[src/rtl/uart_rx_byte.sv]
// UART 8N1 receiver with 3-sample mid-bit majority voting.
// Received bytes are delivered through a valid/ready holding register.
module uart_rx_byte #(
    parameter int unsigned CLKS_PER_BIT = 868
) (
    input  logic       i_clk,
    input  logic       i_reset_n,
    input  logic       i_rx,
    output logic [7:0] o_data,
    output logic       o_valid,
    input  logic       i_ready,
    output logic       o_frame_err,
    output logic       o_overrun,
    output logic       o_busy
);

    localparam int unsigned H  = CLKS_PER_BIT / 2;
    localparam int unsigned CW = $clog2(CLKS_PER_BIT);

    localparam logic [CW-1:0] CNT_SMP_A = CW'(H - 1);
    localparam logic [CW-1:0] CNT_SMP_B = CW'(H);
    localparam logic [CW-1:0] CNT_DEC   = CW'(H + 1);
    localparam logic [CW-1:0] CNT_LAST  = CW'(CLKS_PER_BIT - 1);

    typedef enum logic [2:0] {
        IDLE,
        START,
        DATA,
        STOP,
        WAIT_IDLE
    } state_t;

    state_t        state;
    logic          rx_meta;
    logic          rx_s;
    logic [CW-1:0] cnt;
    logic [2:0]    bit_idx;
    logic [7:0]    shreg;
    logic          smp_a;
    logic          smp_b;
    logic          maj_c;
    logic          deliver_c;

    // Two-flop synchronizer; idles high so reset looks like an idle line.
    always_ff @(posedge i_clk or negedge i_reset_n) begin
        if (!i_reset_n) begin
            rx_meta <= 1'b1;
            rx_s    <= 1'b1;
        end else begin
            rx_meta <= i_rx;
            rx_s    <= rx_meta;
        end
    end

    // Third sample is the live synchronized value at the decision point.
    assign maj_c     = (smp_a & smp_b) | (smp_a & rx_s) | (smp_b & rx_s);
    assign deliver_c = (state == STOP) && (cnt == CNT_DEC) && maj_c;

    always_ff @(posedge i_clk or negedge i_reset_n) begin
        if (!i_reset_n) begin
            state       <= IDLE;
            cnt         <= '0;
            bit_idx     <= '0;
            shreg       <= '0;
            smp_a       <= 1'b0;
            smp_b       <= 1'b0;
            o_frame_err <= 1'b0;
            o_busy      <= 1'b0;
        end else begin
            o_frame_err <= 1'b0;
            if (cnt == CNT_SMP_A) smp_a <= rx_s;
            if (cnt == CNT_SMP_B) smp_b <= rx_s;

            case (state)
                IDLE: begin
                    cnt <= '0;
                    if (!rx_s) begin
                        state  <= START;
                        o_busy <= 1'b1;
                    end
                end

                START: begin
                    if ((cnt == CNT_DEC) && maj_c) begin
                        state  <= IDLE;
                        cnt    <= '0;
                        o_busy <= 1'b0;
                    end else if (cnt == CNT_LAST) begin
                        state   <= DATA;
                        cnt     <= '0;
                        bit_idx <= '0;
                    end else begin
                        cnt <= cnt + 1'b1;
                    end
                end

                DATA: begin
                    if (cnt == CNT_DEC) shreg <= {maj_c, shreg[7:1]};
                    if (cnt == CNT_LAST) begin
                        cnt <= '0;
                        if (bit_idx == 3'd7) state <= STOP;
                        else bit_idx <= bit_idx + 3'd1;
                    end else begin
                        cnt <= cnt + 1'b1;
                    end
                end

                // Leave at mid stop bit so a back-to-back start edge is not missed.
                STOP: begin
                    if (cnt == CNT_DEC) begin
                        cnt <= '0;
                        if (maj_c) begin
                            state  <= IDLE;
                            o_busy <= 1'b0;
                        end else begin
                            state       <= WAIT_IDLE;
                            o_frame_err <= 1'b1;
                        end
                    end else begin
                        cnt <= cnt + 1'b1;
                    end
                end

                WAIT_IDLE: begin
                    cnt <= '0;
                    if (rx_s) begin
                        state  <= IDLE;
                        o_busy <= 1'b0;
                    end
                end

                default: begin
                    state  <= IDLE;
                    cnt    <= '0;
                    o_busy <= 1'b0;
                end
            endcase
        end
    end

    // Holding register: a same-cycle handshake frees the slot for the new byte.
    always_ff @(posedge i_clk or negedge i_reset_n) begin
        if (!i_reset_n) begin
            o_data    <= '0;
            o_valid   <= 1'b0;
            o_overrun <= 1'b0;
        end else begin
            o_overrun <= 1'b0;
            if (deliver_c) begin
                if (!o_valid || i_ready) begin
                    o_data  <= shreg;
                    o_valid <= 1'b1;
                end else begin
                    o_overrun <= 1'b1;
                end
            end else if (o_valid && i_ready) begin
                o_valid <= 1'b0;
            end
        end
    end

endmodule

[config.mk]
export PLATFORM = sky130hd
export DESIGN_NAME = uart_rx_byte
export DESIGN_NICKNAME = d
export VERILOG_FILES = /design/src/rtl/uart_rx_byte.sv
export SDC_FILE = /design/constraint.sdc
export NUM_CORES = 1
export LEC_CHECK = 0
export ABC_AREA = 0
export ABC_CLOCK_PERIOD_IN_PS = 6800
export CORE_UTILIZATION = 61
export DETAILED_ROUTE_END_ITERATION = 10
export GPL_TIMING_DRIVEN = 0
export PLACE_DENSITY_LB_ADDON = 0.08
export SLEW_MARGIN = 20
export SYNTH_ARGS = -nofsm -noshare
export SYNTH_HDL_FRONTEND = slang
export SYNTH_SLANG_ARGS = --single-unit
[constraint.sdc]
create_clock -name i_clk -period 6.8 [get_ports i_clk]
set_clock_uncertainty 0.15 [all_clocks]
set_input_delay 0.68 -clock i_clk [delete_from_list [all_inputs] [get_ports i_clk]]
set_output_delay 0.68 -clock i_clk [all_outputs]
set_load 0.005 [all_outputs]
# == Yosys cells after proc, flatten, opt, wreduce, memory -nomap -nowiden ==
# Cells that the tools add are included.
# W data, S select, Z words.
# totals
reg_bits,40
mem_count,0
latch_bits,0
output_inout_bits,12
mem_bits_rw,0
romBits,0
# op_classes
n_eq_ne,21
shift,0
n_lt_le_gt_ge,0
bitwise_logic,6
n_mul,0
reduce_logical,15
add_sub_neg,2
n_mux,32
n_div,0
# ops
op,count
$mux W3,12
$eq A10 B9 Y1 const B,3
$mux W10,3
$pmux W10 S3,1
$ne A2 B2 Y1 const B,9
$pmux W3 S5,1
$mux W1,13
$reduce_and A6 Y1,2
$add A10 B1 Y10 const B,1
$eq A10 B10 Y1 const B,1
$eq A3 B2 Y1 const B,2
$eq A3 B3 Y1 const B,2
$pmux W3 S2,1
$reduce_and A2 Y1,3
$pmux W1 S5,1
$reduce_and A5 Y1,1
$logic_and A1 B1 Y1,4
$ne A2 B1 Y1 const B,2
$reduce_bool A2 Y1,2
$add A3 B1 Y3 const B,1
$and A1 B1 Y1,3
$eq A3 B1 Y1 const B,1
$logic_not A3 Y1,1
$ne A3 B3 Y1 const B,1
other kinds (4),5

# == Longest topological paths before layout ==
# depth
ltp_word,6
ltp_mapped,7
ltp_nobuf,6

# == Worst setup path before layout ==
# No wires, ideal clock.
# synth_path
path_type,register to register
startpoint,register cnt[0]
endpoint,register bit_idx[0]
n_path_buf,1
stages_incl_launch_ff,7
setup_time_ps,125
synth_period_minus_slack_ps,2131
arrival_ps,1856
path_slack_ps,4669
path_cell_list,dfrtp_1 -> ha_1 -> buf_2 -> nand4bb_4 -> or3_4 -> or3_4 -> mux2_4
# synth_via
elab_chain_cells,4
# synth_rtl
element,line_no,rtl
"start, declared",36,logic [CW-1:0] cnt;
"start signal, assigned",93,cnt <= cnt + 1'b1;
"start signal, assigned",104,cnt <= cnt + 1'b1;
"start signal, assigned",120,cnt <= cnt + 1'b1;
$eq A10 B9 Y1,84,if ((cnt == CNT_DEC) && maj_c) begin
$logic_and A1 B1 Y1,84,
$ne A2 B2 Y1 (no line),--,
$reduce_and A5 Y1 (no line) (*),--,
"end signal, assigned",102,else bit_idx <= bit_idx + 3'd1;
"end, declared",37,logic [2:0] bit_idx;
# Every way passes the cells marked *; elsewhere a longest branch is shown, timed or not.
# A chain may end at the register's enable or synchronous reset.

# == Worst setup path after layout ==
# layout_path
startpoint,register cnt[2]
endpoint,register o_data[4]
# layout_via
elab_chain_cells,4
# layout_rtl
element,line_no,rtl
$eq A10 B9 Y1,57,assign deliver_c = (state == STOP) && (cnt == CNT_DEC) && maj_c;
$logic_and A1 B1 Y1 (2 in series),57,
$reduce_and A2 Y1 (no line),--,
"end signal, assigned",151,o_data <= shreg;
"end, declared",9,"output logic [7:0] o_data,"
# Every way passes these cells.

==> results_dict.tcl <==
set metrics [dict create \
    vias 1239 \
    die_w_um 57.4 \
    yosysSeqAreaShare_pct 53.6 \
    cts_hold_buf 0 \
    reg2reg_slack_ns 4.41 \
    syn_inst 157 \
    slew_viol_final 0 \
    yosysMostFrequentCell "dfrtp_1" \
    grt.overflow.total 0 \
    sw_frac_of_total_pct 19.9 \
    antenna_left 0 \
    hp-class "in -> async" \
    cp_max_fo 8 \
    synth_top_area_share_pct 50.8 \
    crit_required_ns 6.89 \
    syn_avg_cell_area_um2 11.9 \
    cts_resized 0 \
    drcViolationCount 1 \
    yosys_warnings 0 \
    antenna_found_initial 0 \
    timing.hold.ws_ns 0.0964 \
    yosys.area.top_type "dfrtp_1" \
    path_delay_family "simple AND/OR/NAND/NOR gates" \
    powerDensity_mw_per_mm2 190 \
    max_freq_mhz 418 \
    period_share_pct 35.2 \
    htreeDepth 2 \
    die_h_um 57.4 \
    rows 19 \
    dpl.hpwl_mm 2.38 \
    ir_worst_vdd_mv 0.147 \
    period_needed_ns 2.39 \
    grt_pass1_wl_mm 5.93 \
    leakagePower_nw 1.00 \
    finalSetupViolCount 0 \
    grt_max_degree 26 \
    timing.max_cap.violations 0 \
    p_sw_uw 82.0 \
    slowest_stage "nor3b_2" \
    port_buffers 15 \
    filler_cell_count 205 \
    synthArstFlopShare_pct 100 \
    routed_wl_mm 3.23 \
    clk_root_buffer_cell "clkbuf_4" \
    drive_gt1_share_pct 22.1 \
    coreArea_mm2 0.00283 \
    slew_headroom_pct 56.2 \
    p_clk_share_pct 39.9 \
    p_int_uw 330 \
    yosys-top-cells-count "dfrtp_1 (38), mux2_2 (18), nor2_1 (16)" \
    synth_area_leaders "dfrtp_1 (51%), mux2_2 (11%), ha_1 (3.3%), nor2_1 (3.2%), dfstp_2 (2.8%)" \
    wl_per_cell_um 15.2 \
    syn_to_final_growth_pct 16.1 \
    ys_seq_elements 40 \
    grt_pass1_vias 1294 \
    clock_sinks 40 \
    nNetsFinal 189 \
    start_kind "flip-flop" \
    diodes 0 \
    start_util_pct 66.2 \
    dieArea_mm2 0.00329 \
    p_comb_share_pct 2.0 \
    p_seq_share_pct 58.1 \
    ys.flop_type "dfrtp_1" \
    cp-end-kind "flip-flop" \
    avgViaCountPerCell 5.84 \
    violations "design-rule violations" \
    syn-num-nets 166 \
    gp_congestion 0.787 \
    worst_slew_pin_slew_ns 0.654 \
    ios 16 \
    insertion_delay_ns 0.35 \
    cts_tree "yes" \
    netlist_area_mm2 0.00187 \
    synth_cell_types 43 \
    rsz0062_at_grt "false" \
    cts_buffer_depth 2 \
    crit_buf_inv 0 \
    status "finished with violations" \
    max_stage_delay_ns 0.63 \
    cp_cell_sequence "nor3b_1 -> nand4_1 -> nor3b_2 -> mux2_2" \
    track_usage_pct 23.9 \
    cts_setup_buffers 0 \
    synth-edff-count 0 \
    drt_iter0_drc 37 \
    cts_buffers 5 \
    critPathKind "reg -> reg" \
    hold_viol_final 0 \
    dr.pass1.iters 7 \
    setup_tns_ns 0 \
    clkTransAtPathRegs_ns 0.11 \
    arrival_ns 2.48 \
]
area by class of cell:
type	count	area (µm²)	area share, %
clock inverters	2	38.8	1.78
well taps	31	38.8	1.78
flip-flops and latches	40	1000	46.2
plain buffers	4	16.3	0.748
inverters	5	18.8	0.864
repair buffers	16	173	7.94
clock buffers	6	51.3	2.36
multi-input cells	108	833	38.3
cells in the final DEF (no fill, tap or decap), types with 2 or more instances in the layout:
cell / netlist / routed
clkbuf_4: 0 / 5
maj3_1: 2 / 2
dfstp_2: 2 / 2
mux2_2: 18 / 18
xor2_1: 3 / 3
o21ai_0: 2 / 2
or3_4: 2 / 2
inv_1: 5 / 5
dfrtp_1: 38 / 38
xnor2_1: 5 / 5
a31oi_1: 3 / 3
nand3_1: 7 / 7
buf_2: 1 / 2
ha_1: 5 / 5
nor3b_1: 2 / 2
clkbuf_1: 2 / 2
nand4_1: 2 / 2
nand2_1: 8 / 8
clkdlybuf4s50_1: 0 / 14
and3_1: 3 / 3
nor2_1: 16 / 16
a21oi_1: 2 / 2
a211oi_1: 2 / 2
a22o_1: 2 / 2
nor3_1: 5 / 5
routing by layer:
| layer | vias up | track usage [%] | routed length, µm |
|---|---|---|---|
| li1 | 602 | - | - |
| met1 | 605 | 33.2 | 1460 |
| met2 | 28 | 35.9 | 1600 |
| met3 | 4 | 6.80 | 135 |
| met4 | 0 | 9.06 | 38 |
| met5 | - | 0 | 0 |
path summary, 6_finish.rpt:
kind | cells after the start | startpoint | endpoint
max | 4 | cnt[2]$_DFF_PN0_ | o_data[4]$_DFFE_PN0P_
max in group asynchronous | 2 | i_reset_n | rx_s$_DFF_PN1_
min in group i_clk | 0 | rx_meta$_DFF_PN1_ | rx_s$_DFF_PN1_
min | 1 | i_reset_n | bit_idx[1]$_DFFE_PN0P_
min reg2reg | 0 | rx_meta$_DFF_PN1_ | rx_s$_DFF_PN1_
max reg2reg | 4 | cnt[2]$_DFF_PN0_ | o_data[4]$_DFFE_PN0P_
flip-flops by register name, indices dropped and copies added (netlist names):
| signal | cells |
|---|---|
| rx_s | 1 |
| o_frame_err | 1 |
| state | 3 |
| bit_idx | 3 |
| smp_b | 1 |
| cnt | 10 |
| shreg | 8 |
| rx_meta | 1 |
| o_overrun | 1 |
| smp_a | 1 |
| o_valid | 1 |
| o_data | 8 |
| o_busy | 1 |
metrics by stage:
step / power [mW] / area (µm²) / instances / utilization, % / worst slack, ns
after global routing: 0.426 / 2170 / 212 / 76.8 / 4.27
after global placement: 0.250 / 2060 / 203 / 72.8 / 4.05
after detailed placement: 0.252 / 2080 / 204 / 73.6 / 4.28
final: 0.412 / 2170 / 212 / 76.8 / 4.41
after CTS: 0.417 / 2170 / 212 / 76.8 / 4.39
after floorplan: 0.244 / 1870 / 157 / - / 4.67
power groups by stage:
stage                     Sequential (mW)  Clock [mW]  Combinational [mW]
after floorplan                     0.244           0            0.000499
after global placement              0.244           0             0.00663
after detailed placement            0.244           0             0.00861
after CTS                           0.239       0.169             0.00859
after global routing                0.239       0.178             0.00946
final                               0.239       0.165             0.00820
kinds of logic after synthesis:
group	count (synthesis)	share of synthesized area, %
and+or+nand+nor	58	18.5
DFF	40	53.6
muxes	19	11.6
AOI/OAI and AO/OA	16	6.22
buffers and inverters	9	1.87
xor gates and xnor gates	8	3.74
adders and majority gates	7	4.41
Note: power is estimated with default switching activity, not from simulation.
==> patch 1, RTL diff (same flow settings) <==
Put one more register stage on the output `o_overrun`, with the module's reset. The value now appears one clock later. The other outputs are not delayed to match.
--- a/src/rtl/uart_rx_byte.sv
+++ b/src/rtl/uart_rx_byte.sv
@@ -29,6 +29,8 @@
         STOP,
         WAIT_IDLE
     } state_t;
+
+    logic o_overrun_s0;
 
     state_t        state;
     logic          rx_meta;
@@ -143,15 +145,15 @@
         if (!i_reset_n) begin
             o_data    <= '0;
             o_valid   <= 1'b0;
-            o_overrun <= 1'b0;
+            o_overrun_s0 <= 1'b0;
         end else begin
-            o_overrun <= 1'b0;
+            o_overrun_s0 <= 1'b0;
             if (deliver_c) begin
                 if (!o_valid || i_ready) begin
                     o_data  <= shreg;
                     o_valid <= 1'b1;
                 end else begin
-                    o_overrun <= 1'b1;
+                    o_overrun_s0 <= 1'b1;
                 end
             end else if (o_valid && i_ready) begin
                 o_valid <= 1'b0;
@@ -159,5 +161,13 @@
         end
     end
 
+    always_ff @(posedge i_clk or negedge i_reset_n) begin
+        if (!i_reset_n) begin
+            o_overrun <= '0;
+        end else begin
+            o_overrun <= o_overrun_s0;
+        end
+    end
+
 endmodule
 
Formal check against the unedited RTL: no difference found for any inputs over 10 cycles, from zero or initial values and one cycle with i_reset_n low; that may be too few to reach the edited logic, so the function may still have changed.
==> patch 1 against the unedited design <==
The flow still finishes with violations (design-rule violations). Setup slack worse by 0.017 ns. Sequential cell count up 1. Count of clock-buffer cells in the layout down 1. Area after synthesis rose by 1.3%. Sequential power rose by 3%. First-iteration DRC count rose by 2.7%. Synthesized cell count rose by 0.64%. Hold slack gained 0.020 ns. Wire length up 6.6%. Critical path type unchanged. Final area increased by 0.75%. Power is essentially flat. Sequential share of layout area up 0.80 points. Cell count is 0.47% higher. Highest routed layer unchanged.
==> patch 1: results (changes against the unedited design) <==
outcome:
  status: "finished, violations left"
  failed_checks: "design-rule violations"
yosys:
  syn-instance-count: 158  # +0.64%
  ys_seq_area_frac: 0.542  # +0.00612
  synth_fp_nets: 167  # +0.60%
  synthMuxAreaShare: 0.115  # -0.00153
  synthAdderAreaFrac: 0.0435  # -0.000582
  synth_area_leaders: "dfrtp_1 (51%), mux2_2 (11%), ha_1 (3.3%)"
routing:
  drc: 1  # unchanged
  drtIter0Drc: 38  # +2.7%
  vias: 1265  # +2.1%
  viasPerCell: 5.94  # +1.6%
  drtPass1Iterations: 9  # +2
global_route:
  track_usage: 0.241  # +0.00154
  grt_pass1_wl_mm: 5.94  # +0.10%
  grt_max_degree: 23  # -12%
critical_path:
  cp-startpoint: "cnt[1]"
  cp_max_fo: 10  # +2
  cp.arrival_ns: 2.50  # +0.02 ns
pwr:
  ir_drop_v: 0.000142  # -3.2%
  p_leak_nw: 1.01  # +1.1%
finish:
  nets: 190  # +0.53%
  drive_gt1_frac: 0.220  # -0.00121
sta:
  relSlewSlack: 0.536  # -0.0268
  timing.hold.ws_ns: 0.117  # +0.0204 ns
  fin_crit_sh: 0.354  # +0.00250
placement:
  preCtsSetupSlack_ns: 4.19  # -0.0907 ns
  hpwl_mm: 2.50  # +5.1%
  dp.cells: 205  # +0.49%
[patch 1: changes by cell type after synthesis, sizes merged]
| cell | before | now |
|---|---|---|
| dfrtp | 38 | 39 |
[patch 1: per-stage QoR]
stage               total power (W)  area [µm²]
finish                     0.000412        2190
global route               0.000427        2190
CTS                        0.000418        2190
detailed placement         0.000259        2110
global placement           0.000257        2090
floorplan                  0.000250        1900
[patch 1: logic make-up (layout without fill, tap and decap cells)]
kind of cell             count (synthesis)  in the layout
AO/OA/AOI/OAI                           16             16
XOR/XNOR                                 8              8
adder cells (fa/ha/maj)                  7              7
buffers and inverters                    9             33
flip-flops                              41             41
multiplexers                            19             19
AND/OR/NAND/NOR                         58             58
[patch 1: area by class of cell]
class | count | area (µm²)
Sequential cell | 41 | 1030
Multi-Input combinational cell | 108 | 833
Fill cell | 195 | 663
Timing Repair Buffer | 16 | 173
Clock inverter | 3 | 43.8
Tap cell | 31 | 38.8
Clock buffer | 5 | 37.5
Inverter | 5 | 18.8
Buffer | 4 | 16.3
[patch 1: power breakdown]
part           switching, W  internal (W)  leakage [nW]   total (W)
registers       0.000000409      0.000245         0.546    0.000245
clock network     0.0000807     0.0000781        0.0456    0.000159
logic            0.00000522    0.00000304         0.421  0.00000826
[patch 1: final timing paths]
kind,to,cells past startpoint
max,o_data[5],5
max reg2reg,o_data[5],5
min reg2reg,rx_s,0
max in group asynchronous,shreg[5],2
min,cnt[8],1
min in group i_clk,rx_s,0
[patch 1: per-layer routing]
layer | wire length (µm) | GRT usage | vias to the layer above
met5 | 0 | 0 | -
met4 | 34 | 0.0680 | 0
met3 | 138 | 0.0737 | 5
met2 | 1830 | 0.422 | 31
met1 | 1440 | 0.289 | 621
li1 | - | - | 608
==> patch 2, RTL diff (same flow settings) <==
Made on the original files. The parameter `CLKS_PER_BIT` goes from 868 to 1736.
--- a/src/rtl/uart_rx_byte.sv
+++ b/src/rtl/uart_rx_byte.sv
@@ -1,7 +1,7 @@
 // UART 8N1 receiver with 3-sample mid-bit majority voting.
 // Received bytes are delivered through a valid/ready holding register.
 module uart_rx_byte #(
-    parameter int unsigned CLKS_PER_BIT = 868
+    parameter int unsigned CLKS_PER_BIT = 1736
 ) (
     input  logic       i_clk,
     input  logic       i_reset_n,
Check against the original RTL: no difference found for any inputs over 10 cycles, from zero or initial values and one cycle with i_reset_n low; that may be too few to reach the edited logic, so the function may still have changed.
==> patch 2 against the unedited design <==
Wire length increased by 9.6%. Hold slack about the same. Sequential cell count increased by 1. Fmax increased by 0.94%. Largest power group unchanged. Synthesized cell count decreased by 0.64%. Via count increased by 7.8%. Power increased by 8.4%. Area after synthesis increased by 2.5%. Setup slack improved by 0.022 ns. Final area increased by 3.4%.
==> patch 2: results (changes against the unedited design) <==
outcome:
  status: "completed"
yosys:
  synth_top_cells_by_count: "dfrtp_1 (39), mux2_2 (16), a21oi_1 (12)"
  synth_compound_area_frac: 0.0841  # +0.0219
  synth_xor_xnor_area_share: 0.0411  # +0.00364
  synth_fp_nets: 165  # -0.60%
  synthAdderAreaFrac: 0.0430  # -0.00109
  syn-instance-count: 156  # -0.64%
  ys_seq_area_frac: 0.536  # about the same
  synth_area_leaders: "dfrtp_1 (51%), mux2_2 (9.4%), xor2_1 (3.7%)"
  synthMuxAreaShare: 0.113  # -0.00353
placement:
  hpwl_mm: 2.52  # +5.9%
  preCtsSetupSlack_ns: 4.23  # -0.0479 ns
  gp_congestion: 0.832  # +5.7%
  dp.cells: 214  # +4.9%
global_route:
  grtUsageMet1: 0.318  # -0.0141
  met2_usage: 0.394  # +0.0353
  use_met3: 0.0469  # -0.0212
  track_usage: 0.242  # +0.00255
  grt_pass1_wl_mm: 6.07  # +2.3%
critical_path:
  cp.arrival_ns: 2.45  # -0.03 ns
  cp_max_fo: 10  # +2
  crit_slowest_cell: "dfrtp_1"
  max_stage_delay_ns: 0.52  # -0.11 ns
routing:
  drtPass1Iterations: 4  # -3
  vias: 1336  # +7.8%
  wl_mm: 3.54  # +9.6%
  wl_met2_mm: 1.74  # +9.1%
  wl_per_cell_um: 15.9  # +4.7%
  drtIter0Drc: 70  # +89%
  route.met3.wl_um: 115  # -15%
finish:
  drive_gt1_frac: 0.233  # +0.0123
  nets: 188  # -0.53%
  top_regs: "cnt: 11 flops, o_data: 8 flops, shreg: 8 flops"
pwr:
  ir_drop_v: 0.000152  # +3.4%
  p_leak_nw: 1.05  # +5.1%
sta:
  worst_pin_slew_ns: 0.630  # -0.0241 ns
==> patch 2: cell count changes in the layout (fill, tap and decap cells not counted), sizes merged, moves of 4 or more <==
cell	delta
xor2	+5
a21oi	+10
nor2	-10
nor3	-4
xnor2	-4
==> patch 2: worst paths after layout <==
path | from | to | slack (ns)
worst max-delay path | cnt[0] | cnt[2] | 4.43
worst min register to register | rx_meta | rx_s | 0.22
max in group asynchronous | i_reset_n | rx_s | 5.87
worst max register to register | cnt[0] | cnt[2] | 4.43
min in group i_clk | rx_meta | rx_s | 0.22
worst min-delay path | i_reset_n | cnt[9] | 0.1
==> patch 2: where the power goes <==
part	internal [W]	switching [W]	leakage [nW]
Clock	0.000114	0.0000791	0.0552
Combinational	0.00000305	0.00000537	0.452
Sequential	0.000245	0.000000434	0.546
==> patch 2: cell type report <==
| cell class | instances | area [µm²] |
|---|---|---|
| plain buffers | 6 | 32.5 |
| inverters | 5 | 18.8 |
| clock buffers | 5 | 37.5 |
| repair buffers | 16 | 173 |
| fillers | 192 | 629 |
| clock inverters | 3 | 65.1 |
| flip-flops and latches | 41 | 1030 |
| multi-input cells | 104 | 840 |
| well taps | 42 | 52.6 |
==> patch 2: worst register-to-register path: stages (launching register included) <==
cell	delay, ns
dfrtp_1	0.52
ha_1	0.37
and3b_2	0.23
nand3_1	0.18
a22oi_1	0.26
clkbuf_1	0.38
a21oi_1	0.14
==> patch 2: metrics by stage <==
stage                     instance area [µm²]  power [W]
after floorplan                          1920   0.000250
after global placement                   2120   0.000257
after detailed placement                 2140   0.000259
after CTS                                2250   0.000447
after global routing                     2250   0.000459
final                                    2250   0.000447
